==> src/rtl/nh_lcd_cmd_sequencer.sv <==
// Script-driven LCD transaction sequencer: buffers {type,data} entries in a FWFT FIFO
// and replays them to the LCD command block with delay, timeout, read-back and abort.
module nh_lcd_cmd_sequencer #(
  parameter int ADDR_WIDTH = 4,
  parameter int DELAY_UNIT = 16,
  parameter int TIMEOUT    = 255
) (
  input  logic                  clk,
  input  logic                  rst_n,
  input  logic                  i_push,
  input  logic [1:0]            i_push_type,
  input  logic [7:0]            i_push_data,
  output logic                  o_full,
  output logic                  o_empty,
  output logic [ADDR_WIDTH:0]   o_count,
  input  logic                  i_start,
  input  logic                  i_abort,
  output logic                  o_busy,
  output logic                  o_done,
  output logic                  o_error,
  output logic                  o_overflow,
  output logic [7:0]            o_rd_data,
  output logic                  o_rd_stb,
  output logic                  o_cmd_write_stb,
  output logic                  o_cmd_read_stb,
  output logic [7:0]            o_cmd_data,
  output logic                  o_cmd_parameter,
  output logic                  o_enable,
  input  logic [7:0]            i_cmd_data,
  input  logic                  i_cmd_finished
);

  localparam int DEPTH = 1 << ADDR_WIDTH;
  localparam int DLY_W = 8 + $clog2(DELAY_UNIT);
  localparam int TMO_W = $clog2(TIMEOUT + 1);

  typedef enum logic [2:0] {
    S_IDLE, S_FETCH, S_ISSUE, S_WAIT_FIN, S_DELAY, S_DONE
  } state_e;

  state_e state_q, state_d;

  logic [9:0]            mem_q [DEPTH];
  logic [ADDR_WIDTH-1:0] wrPtr_q, rdPtr_q;
  logic [ADDR_WIDTH:0]   count_q, count_d;
  logic [9:0]            head;
  logic                  pushOk, pop, flush, abortActive, timeoutHit, startOk;

  logic [1:0]            curType_q;
  logic [7:0]            cmdData_q;
  logic                  cmdParam_q;
  logic [DLY_W-1:0]      dly_q;
  logic [TMO_W-1:0]      tmo_q;
  logic [7:0]            rdData_q;
  logic                  rdStb_q, error_q, overflow_q;

  assign head        = mem_q[rdPtr_q];
  assign o_full      = (count_q == (ADDR_WIDTH+1)'(DEPTH));
  assign o_empty     = (count_q == '0);
  assign o_count     = count_q;
  assign pushOk      = i_push && !o_full;
  assign abortActive = i_abort && (state_q inside {S_FETCH, S_ISSUE, S_WAIT_FIN, S_DELAY});
  assign timeoutHit  = (state_q == S_WAIT_FIN) && !i_cmd_finished && !i_abort &&
                       (tmo_q == TMO_W'(TIMEOUT - 1));
  assign flush       = abortActive || timeoutHit;
  assign pop         = (state_q == S_FETCH) && !abortActive;
  assign startOk     = (state_q == S_IDLE) && i_start;

  // A flush that coincides with a push keeps the new entry as the only one queued.
  always_comb begin
    count_d = count_q;
    if (flush) begin
      count_d = pushOk ? (ADDR_WIDTH+1)'(1) : '0;
    end else begin
      count_d = count_q + (ADDR_WIDTH+1)'(pushOk) - (ADDR_WIDTH+1)'(pop);
    end
  end

  always_ff @(posedge clk) begin
    if (pushOk) begin
      mem_q[flush ? '0 : wrPtr_q] <= {i_push_type, i_push_data};
    end
  end

  always_ff @(posedge clk or negedge rst_n) begin
    if (!rst_n) begin
      state_q <= S_IDLE;
    end else begin
      state_q <= state_d;
    end
  end

  always_comb begin
    state_d = state_q;
    case (state_q)
      S_IDLE: begin
        if (i_start) state_d = o_empty ? S_DONE : S_FETCH;
      end
      S_FETCH: begin
        if (head[9:8] != 2'd3)      state_d = S_ISSUE;
        else if (head[7:0] != 8'd0) state_d = S_DELAY;
        else                        state_d = (count_d != '0) ? S_FETCH : S_DONE;
      end
      S_ISSUE: state_d = S_WAIT_FIN;
      S_WAIT_FIN: begin
        if (i_cmd_finished)  state_d = (count_d != '0) ? S_FETCH : S_DONE;
        else if (timeoutHit) state_d = S_DONE;
      end
      S_DELAY: begin
        if (dly_q == DLY_W'(1)) state_d = (count_d != '0) ? S_FETCH : S_DONE;
      end
      S_DONE:  state_d = S_IDLE;
      default: state_d = S_IDLE;
    endcase
    if (abortActive) state_d = S_DONE;
  end

  always_comb begin
    o_busy          = (state_q != S_IDLE);
    o_enable        = (state_q != S_IDLE);
    o_done          = (state_q == S_DONE);
    o_cmd_write_stb = (state_q == S_ISSUE) && (curType_q != 2'd2);
    o_cmd_read_stb  = (state_q == S_ISSUE) && (curType_q == 2'd2);
  end

  assign o_cmd_data      = cmdData_q;
  assign o_cmd_parameter = cmdParam_q;
  assign o_rd_data       = rdData_q;
  assign o_rd_stb        = rdStb_q;
  assign o_error         = error_q;
  assign o_overflow      = overflow_q;

  // Command outputs are only reloaded for bus entries so they hold across delays.
  always_ff @(posedge clk or negedge rst_n) begin
    if (!rst_n) begin
      wrPtr_q    <= '0;
      rdPtr_q    <= '0;
      count_q    <= '0;
      curType_q  <= 2'd0;
      cmdData_q  <= 8'd0;
      cmdParam_q <= 1'b0;
      dly_q      <= '0;
      tmo_q      <= '0;
      rdData_q   <= 8'd0;
      rdStb_q    <= 1'b0;
      error_q    <= 1'b0;
      overflow_q <= 1'b0;
    end else begin
      count_q <= count_d;
      if (flush) begin
        wrPtr_q <= pushOk ? ADDR_WIDTH'(1) : '0;
        rdPtr_q <= '0;
      end else begin
        if (pushOk) wrPtr_q <= wrPtr_q + ADDR_WIDTH'(1);
        if (pop)    rdPtr_q <= rdPtr_q + ADDR_WIDTH'(1);
      end

      if (pop) begin
        curType_q <= head[9:8];
        if (head[9:8] != 2'd3) begin
          cmdData_q  <= head[7:0];
          cmdParam_q <= (head[9:8] == 2'd1);
        end else begin
          dly_q <= DLY_W'(head[7:0]) * DLY_W'(DELAY_UNIT);
        end
      end else if (state_q == S_DELAY) begin
        dly_q <= dly_q - DLY_W'(1);
      end

      if (state_q == S_ISSUE)         tmo_q <= '0;
      else if (state_q == S_WAIT_FIN) tmo_q <= tmo_q + TMO_W'(1);

      rdStb_q <= 1'b0;
      if ((state_q == S_WAIT_FIN) && i_cmd_finished && !i_abort && (curType_q == 2'd2)) begin
        rdData_q <= i_cmd_data;
        rdStb_q  <= 1'b1;
      end

      if (timeoutHit)   error_q <= 1'b1;
      else if (startOk) error_q <= 1'b0;

      if (i_push && o_full) overflow_q <= 1'b1;
      else if (startOk)     overflow_q <= 1'b0;
    end
  end

endmodule

==> config.mk <==
export PLATFORM = sky130hd
export DESIGN_NAME = nh_lcd_cmd_sequencer
export DESIGN_NICKNAME = d
export VERILOG_FILES = /design/src/rtl/nh_lcd_cmd_sequencer.sv
export SDC_FILE = /design/constraint.sdc
export NUM_CORES = 1
export LEC_CHECK = 0
export BUFFER_PORTS_ARGS = -buffer_cell sky130_fd_sc_hd__buf_2
export CORE_MARGIN = 5
export CORE_UTILIZATION = 36
export CTS_CLUSTER_SIZE = 20
export DETAILED_ROUTE_END_ITERATION = 10
export PLACE_DENSITY_LB_ADDON = 0.1
export SYNTH_ARGS = -nofsm -noshare
export SYNTH_HDL_FRONTEND = slang
export SYNTH_SLANG_ARGS = --single-unit
==> constraint.sdc <==
create_clock -name clk -period 7.03 [get_ports clk]
set_clock_uncertainty 0.15 [all_clocks]
set_input_delay 1.7575 -clock clk [delete_from_list [all_inputs] [get_ports clk]]
set_output_delay 1.7575 -clock clk [all_outputs]
set_load 0.1 [all_outputs]
==> results list, run 1 <==
- Compared with the post-synthesis result, the final layout area differs by 13.5%.
* Async set or reset register ratio after synthesis: 26.6%
* Total Neg Setup Slack: 0 ns
* Standard cell core area: 25300 µm²
- The number of antenna violations at the first check in global routing is 0.
- Count of boundary I/O pins: 56
- The detail route stage leaves a number of antenna-violating nets equal to 0.
- Total number of vias: 5262
- Entering global routing, the biggest net connects 59 pins.
- Nets: 680
* Area share of the largest cell type after synthesis: 51.7%
- Final setup violation count: 0
* Initial Util: 36.7%
- The critical path is of the input port to flip-flop type.
- Met1 Routed Length: 9.68 mm
- Number of port buffers: 55
- OpenSTA, run right after detailed placement, puts the worst setup slack at 2.06 ns.
- In this run, post-CTS hold repair placed 0 buffers.
- After detailed routing, the met3 layer carries 910 µm of wire.
- Height of the die: 171 µm
* Endpoint arrival time on the critical path: 4.68 ns
* First-pass DRT Iterations: 4
* Count of fill cells added during filler insertion: 2318
- Using the TritonRoute via totals, the vias-per-cell ratio works out to 5.32.
- Summed over all instances, the cell type with the most area after synthesis is sky130_fd_sc_hd__edfxtp_1.
* Post-route non-filler standard cell count: 990
- Run status: completed
- Number of violations of the max-capacitance limit: 0
- Clk_lat worst skew: 0.52 ns
* CP cell instances: buf_2 -> nand3b_1 -> inv_1 -> ha_1 -> inv_1 -> ha_1 -> inv_1 -> fa_1 -> nand2b_1 -> a21oi_1 -> xnor2_1 -> a31o_2 -> a211oi_1 -> o21ai_0
- Among the stages of the critical path, the cell type that occurs most often is sky130_fd_sc_hd__inv_1.
- In this run, the number of DRC markers left after iteration 0 of detailed routing was 443.
- Measured on the finished design, the core utilization comes to 41.6%.
* Bufs on Longest Clock Path: 3
* Die area: 29100 µm²
- Most frequently used flop master after synthesis: sky130_fd_sc_hd__edfxtp_1
* Critical Path Start Type: input port
- Pwr/cell area: 439 nW/µm²
- Via count of the first global-routing pass: 5335
* Last weighted congestion value of the routability-driven placer: 0.789
* CP peak stage delay: 0.46 ns
* Final hold violation count: 0
- The min-delay analysis places its worst path in the category flip-flop to flip-flop.
* Clock sink total: 218
- Clock-pin slew was measured on the worst setup and hold paths at 0.06 ns.
* Half-perimeter wire length after detailed placement: 13.9 mm
- Distinct cells, synth: 60
- Of all nets on the critical path, the largest fanout is 13.
* Synthesized instance count: 581
* Maximum achievable frequency: 0.226 GHz
- Counting flops and latches in the post-synthesis netlist gives 218.
- Max-slew headroom: 18.6%
* Sequential area share after synthesis: 67.4%
- The total count of max-transition violations in the final report is 0.
- Syn_area_per_cell: 16.0 µm²
- Among cell families on the critical path, the largest total delay comes from adder cells.
- The final critical path takes up 63.0% of the cycle.
- CTS built an H-tree with a depth of 1.
- In this run the cell area of the synthesized design comes to 9290 µm².
* Mapped Nets: 618
- Gr ovfl total: 0
* First-pass GRT wire length: 32.4 mm
- Yosys printed 0 warnings.
- Die extent in x: 171 µm
- Master of the slowest instance on the critical path: sky130_fd_sc_hd__inv_1
- In the post-synthesis netlist, the biggest area contributors are sky130_fd_sc_hd__edfxtp_1 52%, sky130_fd_sc_hd__dfrtp_1 16%, sky130_fd_sc_hd__mux4_2 7.3%, sky130_fd_sc_hd__mux4_1 2.8%, sky130_fd_sc_hd__nand2_1 2.0%.
- Worst hold margin: 0.338 ns
- VDD sags by at most 0.495 mV.
* Average wire per cell in the routed design: 21.5 µm
* Top routing layer in use: met4
- Counting I/O delays and the setup requirement, the final critical path takes 4.43 ns.
- Placed insts: 946
- Diodes inserted: 0
- In this run the post-CTS setup repair buffer count came out at 0.
- Counting both buffers and inverters, the worst setup path holds a total of 4.
- Leaving out fill and tap cells, the most frequent cells in the layout are 160 x sky130_fd_sc_hd__edfxtp_1, 57 x sky130_fd_sc_hd__dfrtp_1, 55 x sky130_fd_sc_hd__buf_2, 49 x sky130_fd_sc_hd__nand2_1, 46 x sky130_fd_sc_hd__nor2_1.
* Minimum setup slack in the final design: 2.60 ns
- Summed over all layers, the routed wires come to 21.3 mm.
* Number of enable-type register cells in the synthesized netlist: 160
- Data on the critical path is required at its endpoint by 7.28 ns.
* Met2 wire length: 10.1 mm
- Total routing usage reported by global routing: 14.6%
- In the routed design, unresolved DRC markers number 0.
* CTS resizes: 0
- STA classifies the critical path endpoint as a flip-flop.
- CTS tree: built
* Number of placement rows: 58
* Pin slew with the least headroom to its limit: 1.22 ns
* Most common library cell in the layout ignoring fill and taps: sky130_fd_sc_hd__edfxtp_1
* Ratio of cells with drive above 1 in the final layout: 22.9%
* Setup repair after global routing missed its margin: no
- In this run the static leakage power is 3.84 nW.
* Total clock buffers created by CTS: 25
- Root buf cell: sky130_fd_sc_hd__clkbuf_16
-- registers in the layout, indices dropped and copies added, names as in the netlist, 2 cells and up --
register / cells
state_q: 3
rdPtr_q: 4
curType_q: 2
tmo_q: 8
o_cmd_data: 8
o_count: 5
wrPtr_q: 4
mem_q: 160
o_rd_data: 8
dly_q: 12
-- worst reg2reg max path, delay by kind of cell (launching register included) --
| kind | cells | cell delay [ns] |
|---|---|---|
| AO/OA/AOI/OAI | 1 | 0.24 |
| AND/OR/NAND/NOR | 3 | 0.87 |
| flip-flops | 1 | 0.89 |
| buffers and inverters | 1 | 0.52 |
| multiplexers | 2 | 1.01 |
-- through the flow --
stage	power, mW	cell area, µm²
after floorplan	3.15	9290
after global placement	3.53	9830
after detailed placement	3.54	9830
after CTS	4.70	10500
after global routing	4.88	10500
final	4.63	10500
-- cell usage after synthesis (2+ instances only) --
cell and instances:
sky130_fd_sc_hd__buf_6 6, sky130_fd_sc_hd__mux4_1 10, sky130_fd_sc_hd__inv_1 14, sky130_fd_sc_hd__buf_4 3, sky130_fd_sc_hd__a21oi_1 11, sky130_fd_sc_hd__mux2i_1 3
sky130_fd_sc_hd__nor4bb_1 2, sky130_fd_sc_hd__nand4_1 5, sky130_fd_sc_hd__nor4_1 4, sky130_fd_sc_hd__or4_1 2, sky130_fd_sc_hd__ha_1 12, sky130_fd_sc_hd__and3_1 3
sky130_fd_sc_hd__o21a_1 2, sky130_fd_sc_hd__nor3_1 12, sky130_fd_sc_hd__nor4b_1 3, sky130_fd_sc_hd__a31o_2 2, sky130_fd_sc_hd__o221a_2 5, sky130_fd_sc_hd__a32o_1 2
sky130_fd_sc_hd__mux2_2 16, sky130_fd_sc_hd__buf_2 3, sky130_fd_sc_hd__nor3b_1 2, sky130_fd_sc_hd__nand3_1 11, sky130_fd_sc_hd__a41o_1 2, sky130_fd_sc_hd__clkbuf_1 7
sky130_fd_sc_hd__dfrtp_1 58, sky130_fd_sc_hd__a211oi_1 2, sky130_fd_sc_hd__a22oi_1 16, sky130_fd_sc_hd__nor2_1 46, sky130_fd_sc_hd__mux4_2 30, sky130_fd_sc_hd__edfxtp_1 160
sky130_fd_sc_hd__nand2_1 49, sky130_fd_sc_hd__nand2b_1 7, sky130_fd_sc_hd__a21o_1 4, sky130_fd_sc_hd__xor2_1 6, sky130_fd_sc_hd__o22ai_1 2, sky130_fd_sc_hd__a22o_1 9
sky130_fd_sc_hd__nor2b_1 6, sky130_fd_sc_hd__buf_1 4, sky130_fd_sc_hd__o21ai_0 13, sky130_fd_sc_hd__xnor2_1 7
-- area by class of cell --
class / instances / area (µm²) / share of cell area, %
clock buffers: 30 / 644 / 6.11
clock inverters: 14 / 63.8 / 0.605
well taps: 330 / 413 / 3.92
inverters: 14 / 52.6 / 0.498
flip-flops and latches: 218 / 6260 / 59.4
multi-input cells: 322 / 2780 / 26.4
repair buffers: 62 / 328 / 3.11
-- logic make-up after synthesis --
kind of cell / share of synthesized area [%]
muxes: 12.4
and+or+nand+nor: 8.52
adders and majority gates: 1.83
xor gates and xnor gates: 1.23
DFF: 67.4
AOI/OAI and AO/OA: 6.04
buffers and inverters: 2.64
-- routing by layer --
layer | GRT usage, % | up-vias
met3 | 2.47 | 34
met5 | 0 | -
met1 | 20.3 | 2712
li1 | - | 2388
met4 | 4.03 | 0
met2 | 24.0 | 128
-- path summary, 6_finish.rpt --
path,from,end,slack [ns],depth (start not counted)
hold / removal,curType_q[0],curType_q[0],0.34,2
hold reg to reg,curType_q[0],curType_q[0],0.34,2
setup / recovery,i_abort,state_q[2],2.60,14
setup reg to reg,rdPtr_q[0],o_cmd_data[2],3.24,7
min in group asynchronous,rst_n,tmo_q[5],1.24,2
max in group asynchronous,rst_n,rdPtr_q[0],4.94,2
-- power breakdown --
group | switching, mW | internal, mW
Combinational | 1.20 | 0.524
Sequential | 0.191 | 1.58
Clock | 0.488 | 0.647
Power figures use the tool's default switching activity.
==> inputs of run 2 (changes only) <==
clock period = 4.4 ns   (was 7.03 ns; I/O delays follow)
==> run 2 against run 1 <==
Compared with the run above:
- cell area up 2.4%
- highest routed layer unchanged
- clock power up 73%
- critical endpoint unchanged
- core utilization up 1.0 points
- largest cell class unchanged
- total power up 64%
- register-to-register slack worse by 2.5 ns
- largest power group unchanged
- via count down 0.19%
- clock-buffer cell count up 3
==> results list, run 2 (synthesis gave the netlist of run 1 again) <==
- Run status: completed (unchanged)
* Number of violations of the max-capacitance limit: 0 (unchanged)
- Worst IR Drop VDD: 0.643 mV (was 0.495 mV)
- Most frequent cells in the layout: 160 x sky130_fd_sc_hd__edfxtp_1, 57 x sky130_fd_sc_hd__dfrtp_1, 55 x sky130_fd_sc_hd__buf_2, 49 x sky130_fd_sc_hd__nand2_1, 46 x sky130_fd_sc_hd__nor2_1 (unchanged).
- The register with the most flip-flops is mem_q (unchanged).
* Pwr/cell area: 706 nW/µm² (was 439 nW/µm²)
* Count of boundary I/O pins: 56 (unchanged)
- Root buf cell: sky130_fd_sc_hd__clkbuf_16 (unchanged)
- CP peak stage delay: 0.39 ns (was 0.46 ns)
- The post-detailed-placement cell area came to 10000 µm² (was 9830 µm²).
* Clk_lat worst skew: 0.52 ns (about the same)
* Endpoint required time on the critical path: 4.65 ns (was 7.28 ns)
- The most numerous cell on the critical path was sky130_fd_sc_hd__inv_1 (unchanged).
* Die extent in x: 171 µm (unchanged)
* Final hold violation count: 0 (unchanged)
- The clock sink count was 218 (unchanged).
- The headroom to the max-slew limit came to 23.6% (was 18.6%).
- The highest net fanout along the worst path is 6 (was 13).
- Initial Util: 36.7% (unchanged)
* Clock-pin slew on the worst setup and hold paths: 0.06 ns (about the same)
- Remaining antenna violation count after routing: 0 (unchanged)
- Endpoint type of the worst setup path: flip-flop (unchanged)
- Total number of vias: 5252 (was 5262)
- Average via count per standard cell: 5.22 (was 5.32)
* Regs by FF count: mem_q: 160 flops, dly_q: 12 flops (unchanged)
- Total routing usage reported by global routing: 14.4% (was 14.6%)
- Number of placement rows: 58 (unchanged)
- The category of the worst setup path launch point is a flip-flop (was input port).
* Endpoint arrival time on the critical path: 3.88 ns (was 4.68 ns)
* Count of buffering cells on the critical path with inverters included: 4 (unchanged)
* Setup repair after global routing missed its margin: no (unchanged)
- The DRC violations left is 0 (unchanged).
- Cts-stage hold buffer count: 0 (unchanged)
- First-pass GRT wire length: 32.2 mm (was 32.4 mm)
* Ratio of cells with drive above 1 in the final layout: 25.6% (was 22.9%)
- The number of H-tree branching levels is 1 (unchanged).
- The total count of max-transition violations in the final report came to 0 (unchanged).
- The number of global-route vias before repair came to 5404 (was 5335).
* Min Tclk post-route: 3.63 ns
* Largest register FFs: 160 (unchanged)
- First DRT Iteration DRCs: 317 (was 443)
- The quantity of I/O buffers inserted on ports came to 55 (unchanged).
- The total non-filler cell area in the finished layout is 10800 µm² (was 10500 µm²).
* Worst min-delay path category: flip-flop to flip-flop (unchanged)
- The start-to-end type of the worst setup path is flip-flop to flip-flop (was input port to flip-flop).
- Timing would allow up to 0.275 GHz.
- The die area came to 29100 µm² (unchanged).
- The dominant delay contributor by cell family on the critical path was adder cells (unchanged).
- Gr ovfl total: 0 (unchanged)
- The final number of setup-violating endpoints came to 0 (unchanged).
- Largest net degree at the start of global routing: 33 (was 59)
- The diode insertion count for antenna repair was 0 (unchanged).
- Bufs on Longest Clock Path: 3 (unchanged)
- Standard cell core area: 25300 µm² (unchanged)
* Number of antenna violations at the first check in global routing: 0 (unchanged)
* Final Total Pwr: 7.62 mW (was 4.63 mW)
* Worst hold margin: 0.325 ns (was 0.338 ns)
- The final HPWL from detailed placement is 14.1 mm (was 13.9 mm).
- The routed wire length was 20.9 mm (was 21.3 mm).
- The layout overhead on the synthesized area came to 16.3% (was 13.5%).
- Post-route non-filler standard cell count: 1007 (was 990)
* Last weighted congestion value of the routability-driven placer: 0.820 (was 0.789)
* Most common library cell in the layout ignoring fill and taps: sky130_fd_sc_hd__edfxtp_1 (unchanged)
- Dividing the final minimum period by the clock period gives 82.5%.
* Average wire per cell in the routed design: 20.8 µm (was 21.5 µm)
- CTS resizes: 0 (unchanged)
- CP cell instances: inv_1 -> ha_1 -> nor4bb_4 -> nor2b_1 -> inv_1 -> ha_1 -> inv_1 -> ha_1 -> inv_1 -> fa_1 -> nand2b_1 -> a21oi_1 -> xnor2_1 -> a31o_2 -> a211oi_1 -> o21ai_0 (was buf_2 -> nand3b_1 -> inv_1 -> ha_1 -> inv_1 -> ha_1 -> inv_1 -> fa_1 -> nand2b_1 -> a21oi_1 -> xnor2_1 -> a31o_2 -> a211oi_1 -> o21ai_0).
- The CTS tree is built (unchanged).
- Total clock buffers created by CTS: 24 (was 25)
- The static power due to leakage was 3.98 nW (was 3.84 nW).
- Post-CTS setup buffer count: 0 (unchanged)
- The post-placement cell count came to 965 (was 946).
- Nets: 698 (was 680)
* Master of the slowest instance on the critical path: sky130_fd_sc_hd__fa_1 (was sky130_fd_sc_hd__inv_1)
* Pin slew with the least headroom to its limit: 1.14 ns (was 1.22 ns)
* Height of the die: 171 µm (unchanged)
* First-pass DRT Iterations: 4 (unchanged)
==> run 2: cell count changes in the layout (fill, tap and decap cells not counted), sizes merged <==
| cell | change |
|---|---|
| clkbuf | +3 |
| bufinv | +2 |
| inv | -1 |
| buf | +19 |
| clkinv | -6 |
==> run 2: layer usage <==
metal	GRT usage (%)	wire length [µm]
met1	18.7	8940
met2	24.8	10400
met3	2.84	1080
met4	4.10	527
met5	0	0
==> run 2: where the power goes <==
group,switching [mW],internal (mW),total (mW)
Combinational,1.91,0.904,2.82
Clock,0.771,1.18,1.95
Sequential,0.321,2.53,2.85
Total,3.00,4.61,7.62
==> run 2: path summary, 6_finish.rpt <==
check | cells past startpoint | endpoint | startpoint | slack [ns]
setup / recovery | 16 | state_q[2] | o_count[2] | 0.77
hold / removal | 2 | curType_q[1] | curType_q[1] | 0.33
setup reg to reg | 16 | state_q[2] | o_count[2] | 0.77
hold reg to reg | 2 | curType_q[1] | curType_q[1] | 0.33
max in group asynchronous | 2 | o_rd_data[3] | rst_n | 2.86
min in group asynchronous | 1 | tmo_q[4] | rst_n | 0.51
==> run 2: worst register-to-register path, cell delays in order, from the launching register on <==
cell and delay (ns):
sky130_fd_sc_hd__dfrtp_1 0.37, sky130_fd_sc_hd__inv_1 0.08, sky130_fd_sc_hd__ha_1 0.21, sky130_fd_sc_hd__nor4bb_4 0.16, sky130_fd_sc_hd__nor2b_1 0.37, sky130_fd_sc_hd__inv_1 0.21, sky130_fd_sc_hd__ha_1 0.31, sky130_fd_sc_hd__inv_1 0.05
sky130_fd_sc_hd__ha_1 0.16, sky130_fd_sc_hd__inv_1 0.06, sky130_fd_sc_hd__fa_1 0.39, sky130_fd_sc_hd__nand2b_1 0.16, sky130_fd_sc_hd__a21oi_1 0.17, sky130_fd_sc_hd__xnor2_1 0.10, sky130_fd_sc_hd__a31o_2 0.25, sky130_fd_sc_hd__a211oi_1 0.22
sky130_fd_sc_hd__o21ai_0 0.10
==> run 2: area by class of cell <==
class / count / area [µm²]
tap: 330 / 413
inverter: 14 / 52.6
clock inverter: 9 / 100
sequential: 218 / 6260
clock buffer: 33 / 674
timing repair buffer: 81 / 495
multi-input combinational: 322 / 2810
fill: 2297 / 14500
==> run 2: per-stage QoR <==
stage / setup WS (ns) / TNS (ns) / utilization, %
finish: 0.770 / 0 / 42.6
global route: 0.497 / 0 / 42.6
CTS: 0.745 / 0 / 42.6
detailed placement: 0.363 / 0 / 39.6
global placement: 0.448 / 0 / 39.6
floorplan: -0.371 / -0.371 / -
==> inputs of run 3 (changes only) <==
clock period = 3.6 ns   (was 4.4 ns; I/O delays follow)
==> run 3 against run 2 <==
Compared with the run above:
- sequential power up 19%
- clock power up 21%
- sequential share of layout area down 0.59 points
- via count up 1.4%
- core utilization up 0.52 points
- critical path type unchanged
==> results list, run 3 (synthesis gave the netlist of run 1 again) <==
* Run status: completed (unchanged)
* Root buf cell: sky130_fd_sc_hd__clkbuf_16 (unchanged)
* CP cell instances: inv_2 -> ha_2 -> nor4bb_4 -> nor2b_2 -> inv_2 -> ha_4 -> inv_2 -> ha_4 -> inv_2 -> fa_2 -> nand2b_4 -> a21oi_2 -> xnor2_1 -> a31o_2 -> a211oi_2 -> o21ai_1 (was inv_1 -> ha_1 -> nor4bb_4 -> nor2b_1 -> inv_1 -> ha_1 -> inv_1 -> ha_1 -> inv_1 -> fa_1 -> nand2b_1 -> a21oi_1 -> xnor2_1 -> a31o_2 -> a211oi_1 -> o21ai_0)
- The most frequent standard cell in the layout excluding fill and tap cells is sky130_fd_sc_hd__edfxtp_1 (unchanged).
- Via count of the first global-routing pass: 5747 (was 5404)
* Die area: 29100 µm² (unchanged)
* Count of H-tree levels built during CTS: 1 (unchanged)
- Ratio of cells with drive above 1 in the final layout: 29.3% (was 25.6%)
* Total Neg Setup Slack: 0 ns (unchanged)
- Number of violations of the max-capacitance limit: 0 (unchanged)
- Average via count per standard cell: 5.22 (about the same)
- The largest net degree at the start of global routing was 44 (was 33).
- The library cell contributing the largest single delay on the critical path was sky130_fd_sc_hd__dfrtp_4 (was sky130_fd_sc_hd__fa_1).
* Endpoint type of the worst setup path: flip-flop (unchanged)
* Bufs on Longest Clock Path: 3 (unchanged)
- Min Tclk post-route: 3.29 ns (was 3.63 ns)
- Setup repair after global routing missed its margin: no (unchanged)
- First DRT Iteration DRCs: 423 (was 317)
* Gr ovfl total: 0 (unchanged)
* Total wirelength of the detailed-routed design: 21.3 mm (was 20.9 mm)
* Count of boundary I/O pins: 56 (unchanged)
* Final count of pins violating max slew: 0 (unchanged)
- The DRC violations left is 0 (unchanged).
- Pin slew with the least headroom to its limit: 1.14 ns (about the same)
- The starting utilization of the core area is 36.7% (unchanged).
- First-pass DRT Iterations: 4 (unchanged)
- The path depth of the worst reg2reg path came to 16 (unchanged).
* First-pass GRT wire length: 33.3 mm (was 32.2 mm)
- The per-cell routed wire length came to 20.9 µm (was 20.8 µm).
- Count of fill cells added during filler insertion: 2274 (was 2297)
* Setup slack at placement: 0.263 ns (was 0.363 ns)
- The final-stage net count is 709 (was 698).
* Endpoint arrival time on the critical path: 3.54 ns (was 3.88 ns)
* Regs by FF count: mem_q: 160 flops, dly_q: 12 flops (unchanged)
* Max-slew headroom: 23.5% (was 23.6%)
* Total routing usage reported by global routing: 14.8% (was 14.4%)
- Most prevalent standard cell on the critical path: sky130_fd_sc_hd__inv_2 (was sky130_fd_sc_hd__inv_1)
- The minimum hold slack is 0.288 ns (was 0.325 ns).
- The core utilization of the finished layout was 43.2% (was 42.6%).
* CTS tree: built (unchanged)
- The final number of setup-violating endpoints is 0 (unchanged).
- Leakage power: 4.01 nW (was 3.98 nW)
- The quantity of I/O buffers inserted on ports was 55 (unchanged).
* Clock-pin slew on the worst setup and hold paths: 0.06 ns (about the same)
- Half-perimeter wire length after detailed placement: 14.3 mm (was 14.1 mm)
- Maximum achievable frequency: 0.304 GHz (was 0.275 GHz)
- The floorplan die height came to 171 µm (unchanged).
* Worst IR Drop VDD: 0.782 mV (was 0.643 mV)
- The start-to-end type of the worst setup path was flip-flop to flip-flop (unchanged).
* Layout area overhead: 17.7% (was 16.3%)
- Standard cell core area: 25300 µm² (unchanged)
* Most frequent cells in the layout: 160 x sky130_fd_sc_hd__edfxtp_1, 55 x sky130_fd_sc_hd__buf_2, 52 x sky130_fd_sc_hd__dfrtp_1, 49 x sky130_fd_sc_hd__nand2_1, 46 x sky130_fd_sc_hd__nor2_1 (was 160 x sky130_fd_sc_hd__edfxtp_1, 57 x sky130_fd_sc_hd__dfrtp_1, 55 x sky130_fd_sc_hd__buf_2, 49 x sky130_fd_sc_hd__nand2_1, 46 x sky130_fd_sc_hd__nor2_1)
* Endpoint required time on the critical path: 3.84 ns (was 4.65 ns)
- CTS resizes: 0 (unchanged)
- Total number of vias: 5323 (was 5252)
* Period utilization: 91.5% (was 82.5%)
- The buffer count from post-CTS setup fixing was 0 (unchanged).
- The horizontal extent of the die is 171 µm (unchanged).
- The diode insertion count for antenna repair came to 0 (unchanged).
* Remaining antenna violation count after routing: 0 (unchanged)
- Critical Path Start Type: flip-flop (unchanged)
- Number of antenna violations at the first check in global routing: 0 (unchanged)
- The power density over cell area was 859 nW/µm² (was 706 nW/µm²).
- Worst min-delay path category: input port to async pin (was flip-flop to flip-flop)
- The number of hold buffers added after cts was 0 (unchanged).
- The number of non-filler instances in the completed layout was 1019 (was 1007).
- The register with the most flip-flops was mem_q (unchanged).
- Last weighted congestion value of the routability-driven placer: 0.807 (was 0.820)
- The insertion delay to the later sink of the worst-skew pair came to 0.51 ns (was 0.52 ns).
- CP peak stage delay: 0.48 ns (was 0.39 ns)
- Placed insts: 975 (was 965)
- Number of placement rows: 58 (unchanged)
- The count of final hold-check violations is 0 (unchanged).
- Clock sink total: 218 (unchanged)
- Total clock buffers created by CTS: 25 (was 24)
- The worst-case setup margin in the final layout came to 0.306 ns (was 0.770 ns).
* Largest register FFs: 160 (unchanged)
* Maximum net fanout on the critical path: 6 (unchanged)
[run 3: cell types whose count changed in the layout (fill, tap and decap cells not counted), sizes merged]
cell and delta:
clkinv -1, clkinvlp +1, buf +10, clkbuf +3
bufinv -1
[run 3: cell type report]
class / count / area, µm² / area share (%)
timing repair buffer: 91 / 571 / 5.22
clock inverter: 8 / 62.6 / 0.572
clock buffer: 36 / 698 / 6.39
multi-input combinational: 322 / 2860 / 26.2
inverter: 14 / 52.6 / 0.481
tap: 330 / 413 / 3.78
sequential: 218 / 6270 / 57.4
[run 3: through the flow]
stage	instance area [µm²]	total power, mW
2_1_floorplan	9380	6.24
6_report	10900	9.38
3_3_place_gp	10200	7.08
4_1_cts	10900	9.52
5_1_grt	10900	9.90
3_5_place_dp	10200	7.14
[run 3: critical path: cells and delay by family (launching register included)]
kind	cells	cell delay, ns
buf+inv	4	0.31
simple gates	3	0.59
fa+ha+maj	4	0.87
flops	1	0.48
compound gates	4	0.69
xor+xnor	1	0.09
[run 3: worst paths after layout]
check / from / end / slack, ns
max: o_count[3] / state_q[2] / 0.31
max reg2reg: o_count[3] / state_q[2] / 0.31
max in group asynchronous: rst_n / dly_q[9] / 2.16
min: rst_n / tmo_q[2] / 0.29
min reg2reg: curType_q[0] / curType_q[0] / 0.35
min in group clk: curType_q[0] / curType_q[0] / 0.35
[run 3: power breakdown]
group | internal, mW | total, mW | switching [mW]
sequential | 3.10 | 3.39 | 0.288
clock | 1.41 | 2.35 | 0.941
combinational | 1.18 | 3.64 | 2.46
total | 5.69 | 9.38 | 3.69
[run 3: routing by layer]
layer	vias up	routed length (µm)	GRT usage, %	part of all wire [%]
met4	0	388	3.58	1.8
met5	-	0	0	0
met2	111	10900	26.8	51
li1	2451	-	-	-
met3	31	1060	2.54	5.0
met1	2730	8900	18.5	42
